[config.mk]
export PLATFORM = sky130hd
export DESIGN_NAME = csidh_rr2fr_flat
export DESIGN_NICKNAME = d
export VERILOG_FILES = /design/src/rtl/csidh_rr_pkg.sv /design/src/rtl/csidh_rr2fr_if.sv /design/src/rtl/csidh_rr_carry.sv /design/src/rtl/csidh_rr2fr.sv /design/src/flat_wrapper.sv
export SDC_FILE = /design/constraint.sdc
export NUM_CORES = 1
export LEC_CHECK = 0
export CORE_UTILIZATION = 35
export CTS_CLUSTER_SIZE = 8
export DETAILED_ROUTE_END_ITERATION = 16
export GPL_TIMING_DRIVEN = 0
export PLACE_DENSITY_LB_ADDON = 0.15
export SKIP_LAST_GASP = 1
export SLEW_MARGIN = 20
export SYNTH_ARGS = -nofsm -noshare
export SYNTH_HDL_FRONTEND = slang
export SYNTH_SLANG_ARGS = --single-unit
[constraint.sdc]
create_clock -name clk -period 6.04 [get_ports clk]
set_input_delay 0.604 -clock clk [delete_from_list [all_inputs] [get_ports clk]]
set_output_delay 0.604 -clock clk [all_outputs]
set_load 0.1 [all_outputs]
[src/rtl/csidh_rr_pkg.sv]
// csidh_rr_pkg: shared constants and the output beat bundle for the
// reduced-radix (2^57) to full-radix (2^64) limb converter.
package csidh_rr_pkg;

  localparam int LIMB_BITS  = 57;
  localparam int NLIMBS     = 9;
  localparam int NWORDS     = 8;
  localparam int CARRY_BITS = 7;
  localparam int BUF_BITS   = 120;
  localparam int WORD_BITS  = 64;
  localparam int CNT_BITS   = 6;
  localparam int LIDX_BITS  = 4;
  localparam int TOP_BITS   = 8;

  typedef struct packed {
    logic                 vld;
    logic [WORD_BITS-1:0] word;
    logic                 last;
    logic [TOP_BITS-1:0]  top;
  } out_beat_t;

endpackage

[src/rtl/csidh_rr2fr_if.sv]
// csidh_rr2fr_if: limb input and word output handshakes.
// slave = converter side, master = producer/consumer side.
interface csidh_rr2fr_if;
  import csidh_rr_pkg::*;

  logic                 in_valid;
  logic [WORD_BITS-1:0] in_limb;
  logic                 in_ready;
  logic                 out_valid;
  logic [WORD_BITS-1:0] out_word;
  logic                 out_last;
  logic [TOP_BITS-1:0]  out_top;
  logic                 out_ready;

  modport slave (
    input  in_valid, in_limb, out_ready,
    output in_ready, out_valid, out_word,
    output out_last, out_top
  );

  modport master (
    output in_valid, in_limb, out_ready,
    input  in_ready, out_valid, out_word,
    input  out_last, out_top
  );

endinterface

[src/rtl/csidh_rr_carry.sv]
// csidh_rr_carry: adds the running carry to a limb, splits the sum
// into a 57-bit digit and the next 7-bit signed carry.
module csidh_rr_carry
  import csidh_rr_pkg::*;
(
  input  logic [WORD_BITS-1:0]  limb_i,
  input  logic [CARRY_BITS-1:0] c_i,
  output logic [LIMB_BITS-1:0]  digit_o,
  output logic [CARRY_BITS-1:0] c_o
);

  logic [WORD_BITS-1:0] t;

  assign t = limb_i
           + {{(WORD_BITS-CARRY_BITS){c_i[CARRY_BITS-1]}}, c_i};

  assign digit_o = t[LIMB_BITS-1:0];
  // Top 7 bits of t are exactly t >>> 57 in 7-bit signed form.
  assign c_o     = t[WORD_BITS-1:LIMB_BITS];

endmodule

[src/rtl/csidh_rr2fr.sv]
// csidh_rr2fr: converts 9 signed radix-2^57 limbs into 8 packed
// 64-bit words (LS first) plus the signed residue above bit 511.
// Ports: clk, rst (sync, high), clr (sync abort), bus (slave).
module csidh_rr2fr
  import csidh_rr_pkg::*;
(
  input  logic           clk,
  input  logic           rst,
  input  logic           clr,
  csidh_rr2fr_if.slave   bus
);

  logic [CARRY_BITS-1:0] c_q, c_d;
  logic [CNT_BITS-1:0]   cnt_q, cnt_d;
  logic [LIDX_BITS-1:0]  lidx_q, lidx_d;
  logic [BUF_BITS-1:0]   buf_q, buf_d;
  out_beat_t             ob_q, ob_d;

  logic                  in_ready;
  logic                  acc;
  logic                  emit;
  logic                  last;
  logic                  retire;
  logic [LIMB_BITS-1:0]  digit;
  logic [CARRY_BITS-1:0] c_next;
  logic [BUF_BITS-1:0]   merged;

  csidh_rr_carry u_carry (
    .limb_i  (bus.in_limb),
    .c_i     (c_q),
    .digit_o (digit),
    .c_o     (c_next)
  );

  assign in_ready = !ob_q.vld || bus.out_ready;
  assign acc      = bus.in_valid && in_ready && !clr;
  assign retire   = ob_q.vld && bus.out_ready;
  assign last     = (lidx_q == LIDX_BITS'(NLIMBS-1));
  // cnt + 57 >= 64 reduces to cnt >= 7.
  assign emit     = (cnt_q >= CNT_BITS'(WORD_BITS-LIMB_BITS));
  assign merged   = buf_q | (BUF_BITS'(digit) << cnt_q);

  always_comb begin
    c_d    = c_q;
    cnt_d  = cnt_q;
    lidx_d = lidx_q;
    buf_d  = buf_q;
    ob_d   = ob_q;
    if (retire) begin
      ob_d.vld  = 1'b0;
      ob_d.last = 1'b0;
      ob_d.top  = '0;
    end
    if (acc) begin
      c_d    = c_next;
      lidx_d = lidx_q + 1'b1;
      if (emit) begin
        ob_d.vld  = 1'b1;
        ob_d.word = merged[WORD_BITS-1:0];
        ob_d.last = last;
        ob_d.top  = last ? {c_next, merged[WORD_BITS]} : '0;
        buf_d     = merged >> WORD_BITS;
        cnt_d     = cnt_q - CNT_BITS'(WORD_BITS-LIMB_BITS);
      end else begin
        buf_d = merged;
        cnt_d = cnt_q + CNT_BITS'(LIMB_BITS);
      end
      // Operand boundary: next limb starts a fresh operand.
      if (last) begin
        c_d    = '0;
        cnt_d  = '0;
        lidx_d = '0;
        buf_d  = '0;
      end
    end
  end

  always_ff @(posedge clk) begin
    if (rst || clr) begin
      c_q    <= '0;
      cnt_q  <= '0;
      lidx_q <= '0;
      buf_q  <= '0;
      ob_q   <= '0;
    end else begin
      c_q    <= c_d;
      cnt_q  <= cnt_d;
      lidx_q <= lidx_d;
      buf_q  <= buf_d;
      ob_q   <= ob_d;
    end
  end

  assign bus.in_ready  = in_ready;
  assign bus.out_valid = ob_q.vld;
  assign bus.out_word  = ob_q.word;
  assign bus.out_last  = ob_q.last;
  assign bus.out_top   = ob_q.top;

endmodule

[src/flat_wrapper.sv]
// flat-port wrapper written by rule: the top's interface ports become plain ports
module csidh_rr2fr_flat import csidh_rr_pkg::*;
  (clk, rst, clr, bus_in_valid, bus_in_limb, bus_out_ready, bus_in_ready, bus_out_valid, bus_out_word, bus_out_last, bus_out_top);
  csidh_rr2fr_if bus_i ();
  input  logic clk;
  input  logic rst;
  input  logic clr;
  input wire logic [$bits(bus_i.in_valid)-1:0] bus_in_valid;
  input wire logic [$bits(bus_i.in_limb)-1:0] bus_in_limb;
  input wire logic [$bits(bus_i.out_ready)-1:0] bus_out_ready;
  output wire logic [$bits(bus_i.in_ready)-1:0] bus_in_ready;
  output wire logic [$bits(bus_i.out_valid)-1:0] bus_out_valid;
  output wire logic [$bits(bus_i.out_word)-1:0] bus_out_word;
  output wire logic [$bits(bus_i.out_last)-1:0] bus_out_last;
  output wire logic [$bits(bus_i.out_top)-1:0] bus_out_top;
  assign bus_i.in_valid = bus_in_valid;
  assign bus_i.in_limb = bus_in_limb;
  assign bus_i.out_ready = bus_out_ready;
  assign bus_in_ready = bus_i.in_ready;
  assign bus_out_valid = bus_i.out_valid;
  assign bus_out_word = bus_i.out_word;
  assign bus_out_last = bus_i.out_last;
  assign bus_out_top = bus_i.out_top;
  csidh_rr2fr u_core (.clk(clk), .rst(rst), .clr(clr), .bus(bus_i));
endmodule
==> summary.md, run 1 <==
| Metric | Value |
|---|---|
| Status | `complete, but fails checks` |
| Violations in the final reports | `setup timing` |
| Worst-path clk slew | `50 ps` |
| Fill cell count | `5625` |
| Static leakage | `7.97 nW` |
| Asr flop ratio synth | `0` |
| Die ar. | `55000 µm²` |
| I/O Pins | `144` |
| DRT Wirelength | `118000 µm` |
| DP Worst Slack | `-834 ps` |
| N_diodes | `0` |
| CTS tree | `built` |
| DRT iter0 DRCs | `3544` |
| Period Utilization, post-route | `1.01` |
| Height of the die | `234 µm` |
| Synth Cell Area | `18900 µm²` |
| Synth Flop Type | `dfxtp_1` |
| Hold path cells | `2` |
| Final-report hold violation count | `0` |
| Fin nets | `2823` |
| Remaining DRCs | `0` |
| Hold Path Class | `flip-flop to flip-flop` |
| Worst Clk Skew | `36.5 ps` |
| Highest Signal Layer | `met5` |
| Syn_nets | `2644` |
| Clk_lat worst skew | `600 ps` |
| Pin count of the biggest net entering global routing | `34` |
| Setup crit end kind | `flip-flop` |
| First-pass GRT wire length | `163000 µm` |
| Max cap viols | `0` |
| Total clock sinks | `211` |
| Crit path launch type | `flip-flop` |
| Synth-to-layout area growth | `17.1%` |
| Vias in the first global route | `21624` |
| Total GRT Usage | `0.418` |
| Worst flop-to-flop path startpoint | `u_core.cnt_q[1]` |
| Layout cells sized above 1 | `0.0781` |
| Crit path setup slack, layout | `-60.9 ps` |
| WL met2 | `45600 µm` |
| CTS root buffer | `clkbuf_16` |
| Hold wc startpoint | `u_core.buf_q[61]` |
| Initial Util | `0.357` |
| Syn Inst Count | `2508` |
| CP Max Fanout | `10` |
| VDD IR-drop max | `186 µV` |
| Post-synth top cells | `256 x nand2_1, 256 x nor2_1, 231 x a21oi_1` |
| Total clock buffers created by CTS | `30` |
| RePlAce Congestion | `1.07` |
| Final core occ | `0.418` |
| Slew margin rel. | `0.0703` |
| Seq cells post-synth | `211` |
| Worst R2R Setup Slack | `-60 ps` |
| WP data required | `6580 ps` |
| R2r endpoint | `u_core.buf_q[29]` |
| H-tree depth | `1` |
| Post-synth EDFFs | `0` |
| CP Class | `flip-flop to flip-flop` |
| Pwr per Cell Area | `205 nW/µm²` |
| Initial antenna violation count | `4` |
| Row Count | `84` |
| Max Root-Sink Buffers | `3` |
| Final Setup Violations | `4` |
| Setup TNS | `-102 ps` |
| Chip width | `234 µm` |
| Fmax | `0.164 GHz` |
| Reg2Reg Depth | `11` |
| Slew @ Worst Pin | `1390 ps` |
| Fin crit period | `6100 ps` |
| Antenna Violating Nets Remaining | `0` |
| Via Count | `23369` |
| First drt pass iteration count | `6` |
| Worst Hold End | `u_core.buf_q[61]` |
| Final slew viol count | `0` |
| PortBufs | `143` |
| Synth cell types | `107` |
| Yosys Warn Count | `0` |
| Area contributors post-synth | `dfxtp_1 22%, a21oi_1 6.1%, nand2_1 5.1%` |
| Hpwl dp | `93300 µm` |
| Crit path launch | `u_core.cnt_q[1]` |
| Drt wl/cell | `34.8 µm` |
| GRT overflow | `0` |
| Routed wl met3 | `16400 µm` |
| Register area share after synthesis | `0.223` |
| Via density | `6.92` |
| Met1 Wirelength | `52100 µm` |
| Yosys top cell area share | `0.223` |
| Syn avg cell area | `7.54 µm²` |
| Critical Path AT | `6640 ps` |
| Cell taking the most area after synthesis | `dfxtp_1` |
| Core area | `53000 µm²` |
==> layer usage <==
metal,vias up,GRT usage
li1,9968,-
met1,11572,0.607
met2,1615,0.569
met3,210,0.153
met4,4,0.107
met5,-,0.0223
==> stage by stage <==
stage | hold WS, ps | power, mW | area, µm² | cells
after floorplan | 420 | 2.30 | 18900 | 2508
after global placement | 438 | 2.89 | 21200 | 3339
after detailed placement | 445 | 2.89 | 21200 | 3342
after CTS | 457 | 4.45 | 22100 | 3377
after global routing | 473 | 4.62 | 22100 | 3377
final | 458 | 4.54 | 22100 | 3377
==> how the worst max path moves through the flow <==
stage          slack, ps  cells past startpoint                 endpoint
2_1_floorplan       1120                     14         u_core.buf_q[77]
3_3_place_gp       -1790                     12  u_core.bus.out_word[35]
3_5_place_dp        -830                     13  u_core.bus.out_word[35]
4_1_cts               80                     14  u_core.bus.out_word[61]
5_1_grt               -7                     14         u_core.buf_q[61]
6_report             -60                     11         u_core.buf_q[29]
==> placed cells by master (no fill, tap or decap), types with 56 or more instances in the layout <==
cell             count
nor2_1             251
dfxtp_1            210
a21oi_1            230
ha_1                66
mux2i_1             67
o21ai_0            180
nand2_1            256
nor3_1              56
clkbuf_1           133
and2_1              58
clkdlybuf4s50_1    143
==> what timing repair did <==
| item | 4_1_cts | 5_1_grt |
|---|---|---|
| pin swaps | 0 | 0 |
| setup buffers | 1 | 0 |
| resized for setup | 3 | 9 |
| hold buffers | 0 | 0 |
| endpoints found under the setup margin | 4 | 18 |
==> cells by family (layout without fill, tap and decap cells) <==
group / count (synthesis) / in the layout / synth area share
AOI/OAI and AO/OA: 975 / 975 / 0.354
xor gates and xnor gates: 58 / 58 / 0.0276
adders and majority gates: 67 / 67 / 0.0447
buffers and inverters: 215 / 396 / 0.0455
DFF: 211 / 211 / 0.223
muxes: 126 / 126 / 0.0872
and+or+nand+nor: 856 / 856 / 0.217
==> layout make-up <==
class / instances / area (µm²) / share of cell area
well taps: 688 / 861 / 0.0389
inverters: 28 / 105 / 0.00475
clock buffers: 32 / 758 / 0.0342
plain buffers: 187 / 757 / 0.0342
repair buffers: 147 / 1470 / 0.0665
clock inverters: 2 / 60.1 / 0.00271
flip-flops and latches: 211 / 4230 / 0.191
multi-input cells: 2082 / 13900 / 0.628
==> flip-flops by register name, summed over array words and instances (netlist names) <==
signal	flops
u_core.c_q	7
u_core.bus.out_top	8
u_core.buf_q	120
u_core.bus.out_valid	1
u_core.lidx_q	4
u_core.cnt_q	6
u_core.bus.out_last	1
u_core.bus.out_word	64
==> worst max-delay path, stage by stage, from the launching register on <==
cell	delay, ps
dfxtp_1	460
clkbuf_1	560
clkbuf_1	640
clkbuf_1	690
buf_1	730
nand2_1	480
o32a_1	470
o211ai_1	990
o221a_2	500
a21oi_1	130
nor3_1	230
a221o_1	140
==> report_power, final <==
part	switching, mW	internal [mW]	total (mW)
logic	1.08	0.442	1.53
clock network	0.661	0.917	1.58
registers	0.0187	1.41	1.43
(Power assumes the default switching activity.)
==> run 2, diff against run 1 <==
--- a/config.mk
+++ b/config.mk
@@ -5,6 +5,7 @@
 export SDC_FILE = /design/constraint.sdc
 export NUM_CORES = 1
 export LEC_CHECK = 0
+export CORE_ASPECT_RATIO = 0.9
 export CORE_UTILIZATION = 35
 export CTS_CLUSTER_SIZE = 8
 export DETAILED_ROUTE_END_ITERATION = 16
==> run 2 against run 1 <==
  * The flow still finishes with violations (setup timing)
  * Clock-buffer cell count stayed put
  * Wire length is 3.0% higher
  * Global-route usage is 0.95 points higher
  * Hold slack worse by 3.6 ps
  * Non-clock buffer count is 2 lower
  * Clock skew is 3.6 ps lower
  * Maximum frequency is 4.1% lower
  * First-iteration DRC count is 13% higher
  * Critical endpoint is now u_core.bus.out_word[29]
  * Highest routed layer unchanged
==> summary.md, run 2 (synthesized netlist as in run 1, its figures left out) <==
| Metric | Value |
|---|---|
| Critical Path AT | `6830 ps (was 6640 ps)` |
| Largest Register | `u_core.buf_q (unchanged)` |
| Worst-path clk slew | `60 ps (was 50 ps)` |
| Die ar. | `55000 µm² (about the same)` |
| Fill cell count | `5541 (was 5625)` |
| WP data required | `6510 ps (was 6580 ps)` |
| Chip width | `247 µm (was 234 µm)` |
| Worst Clk Skew | `33.0 ps (was 36.5 ps)` |
| Final-report hold violation count | `0 (unchanged)` |
| Total clock sinks | `211 (unchanged)` |
| Crit path launch type | `flip-flop (unchanged)` |
| Total GRT Usage | `0.428 (was 0.418)` |
| Final core occ | `0.416 (was 0.418)` |
| Reg area | `4230 µm² (unchanged)` |
| Period Utilization, post-route | `1.05 (was 1.01)` |
| RePlAce Congestion | `1.07 (about the same)` |
| Antenna Violating Nets Remaining | `0 (unchanged)` |
| Highest Signal Layer | `met5 (unchanged)` |
| R2r endpoint | `u_core.bus.out_word[29] (was u_core.buf_q[29])` |
| Height of the die | `222 µm (was 234 µm)` |
| GRT overflow | `0 (unchanged)` |
| PortBufs | `143 (unchanged)` |
| Pwr per Cell Area | `205 nW/µm² (about the same)` |
| Fmax | `0.157 GHz (was 0.164 GHz)` |
| Final Setup Violations | `6 (was 4)` |
| Initial antenna violation count | `7 (was 4)` |
| CP Class | `flip-flop to flip-flop (unchanged)` |
| Row Count | `80 (was 84)` |
| Placed Cells | `3349 (was 3342)` |
| Crit path setup slack, layout | `-319 ps (was -60.9 ps)` |
| Initial Util | `0.356 (was 0.357)` |
| CTS root buffer | `clkbuf_16 (unchanged)` |
| Most frequent cells in the layout | `256 x nand2_1, 252 x nor2_1, 227 x a21oi_1 (was 256 x nand2_1, 251 x nor2_1, 230 x a21oi_1)` |
| Routed wl met3 | `19400 µm (was 16400 µm)` |
| Pin count of the biggest net entering global routing | `34 (unchanged)` |
| CTS tree | `built (unchanged)` |
| Fin nets | `2821 (was 2823)` |
| Clk_lat worst skew | `580 ps (was 600 ps)` |
| Reg2Reg Depth | `10 (was 11)` |
| CP Max Fanout | `10 (unchanged)` |
| Hold Path Class | `flip-flop to flip-flop (unchanged)` |
| Via density | `7.08 (was 6.92)` |
| First drt pass iteration count | `8 (was 6)` |
| Post-route insts no fill | `3388 (was 3377)` |
| Hold wc startpoint | `u_core.buf_q[79] (was u_core.buf_q[61])` |
| DRT Wirelength | `121000 µm (was 118000 µm)` |
| DRT iter0 DRCs | `4019 (was 3544)` |
| Power, Total | `4.53 mW (was 4.54 mW)` |
| Violations in the final reports | `setup timing (unchanged)` |
| Total clock buffers created by CTS | `30 (unchanged)` |
| Post-CTS Hold Fix Bufs | `0 (unchanged)` |
| Max Root-Sink Buffers | `3 (unchanged)` |
| Leading cell type in the layout, fill and taps excluded | `nand2_1 (unchanged)` |
| Hpwl dp | `96500 µm (was 93300 µm)` |
| Largest register FFs | `120 (unchanged)` |
| RSZ-0062 raised after global routing | `true` |
| Core area | `53200 µm² (was 53000 µm²)` |
| Max cap viols | `0 (unchanged)` |
| Slew margin rel. | `0.108 (was 0.0703)` |
| Drt wl/cell | `35.7 µm (was 34.8 µm)` |
| WL met2 | `44600 µm (was 45600 µm)` |
| Vias in the first global route | `21898 (was 21624)` |
| Worst flop-to-flop path startpoint | `u_core.cnt_q[1] (unchanged)` |
| Static leakage | `7.94 nW (was 7.97 nW)` |
| Multi-input logic area | `13900 µm² (about the same)` |
| I/O Pins | `144 (unchanged)` |
| Met1 Wirelength | `53700 µm (was 52100 µm)` |
| Synth-to-layout area growth | `17.0% (was 17.1%)` |
| H-tree depth | `1 (unchanged)` |
| Worst R2R Setup Slack | `-320 ps (was -60 ps)` |
| WHS | `455 ps (was 458 ps)` |
| Final slew viol count | `0 (unchanged)` |
| Hold path cells | `2 (unchanged)` |
| VDD IR-drop max | `219 µV (was 186 µV)` |
| Setup crit end kind | `flip-flop (unchanged)` |
| Slew @ Worst Pin | `1330 ps (was 1390 ps)` |
| Worst Hold End | `u_core.buf_q[79] (was u_core.buf_q[61])` |
| Remaining DRCs | `0 (unchanged)` |
| Via Count | `23992 (was 23369)` |
| Layout cells sized above 1 | `0.0793 (was 0.0781)` |
| Status | `complete, but fails checks (unchanged)` |
| First-pass GRT wire length | `168000 µm (was 163000 µm)` |
| Fin crit period | `6360 ps (was 6100 ps)` |
==> run 2: power breakdown <==
part	internal [mW]	total, mW	leakage [nW]	switching (mW)
Sequential	1.41	1.43	1.70	0.0187
Clock	0.882	1.54	0.389	0.656
Combinational	0.441	1.56	5.85	1.12
Total	2.74	4.53	7.94	1.79
==> run 2: final cells by class <==
type,instances,area share
inverter,28,0.00475
antenna,4,0.000452
sequential,211,0.191
buffer,187,0.0342
clock inverter,2,0.000962
tap,697,0.0394
multi-input combinational,2082,0.628
clock buffer,32,0.0347
timing repair buffer,145,0.0660
==> run 2: metrics by stage <==
stage / cell area (µm²) / setup TNS (ps) / setup slack, ps
4_1_cts: 22100 / 0 / 103
6_report: 22100 / -1150 / -319
3_3_place_gp: 21200 / -97590 / -1710
3_5_place_dp: 21300 / -1820 / -683
2_1_floorplan: 18900 / 0 / 1120
5_1_grt: 22100 / -27.3 / -27.3
==> run 2: worst max path at each step <==
stage | endpoint | startpoint | slack (ps) | depth (start not counted)
after floorplan | u_core.buf_q[77] | u_core.c_q[6] | 1120 | 14
after global placement | u_core.bus.out_word[35] | u_core.c_q[6] | -1710 | 12
after detailed placement | u_core.bus.out_word[35] | bus_in_limb[32] | -680 | 13
after CTS | u_core.buf_q[61] | u_core.c_q[6] | 100 | 14
after global routing | u_core.buf_q[61] | u_core.c_q[6] | -30 | 14
final | u_core.bus.out_word[29] | u_core.cnt_q[1] | -320 | 10
==> run 2: timing repair <==
action	in CTS	in global routing
endpoints found under the setup margin	6	10
pin swaps	0	0
setup buffers	1	0
gates resized for setup	3	8
==> run 2: routing by layer <==
metal	vias up	track usage
li1	9964	-
met1	11826	0.639
met2	1935	0.548
met3	265	0.181
met4	2	0.0992
met5	-	0
==> run 2: worst max-delay path: stages (launching register included) <==
cell and delay, ps:
dfxtp_1 470, clkbuf_1 580, clkbuf_1 740, clkbuf_1 750, buf_1 790, nand2_1 470, o32a_1 520, o211ai_1 860
o221a_2 540, a21oi_1 170, a211oi_1 310
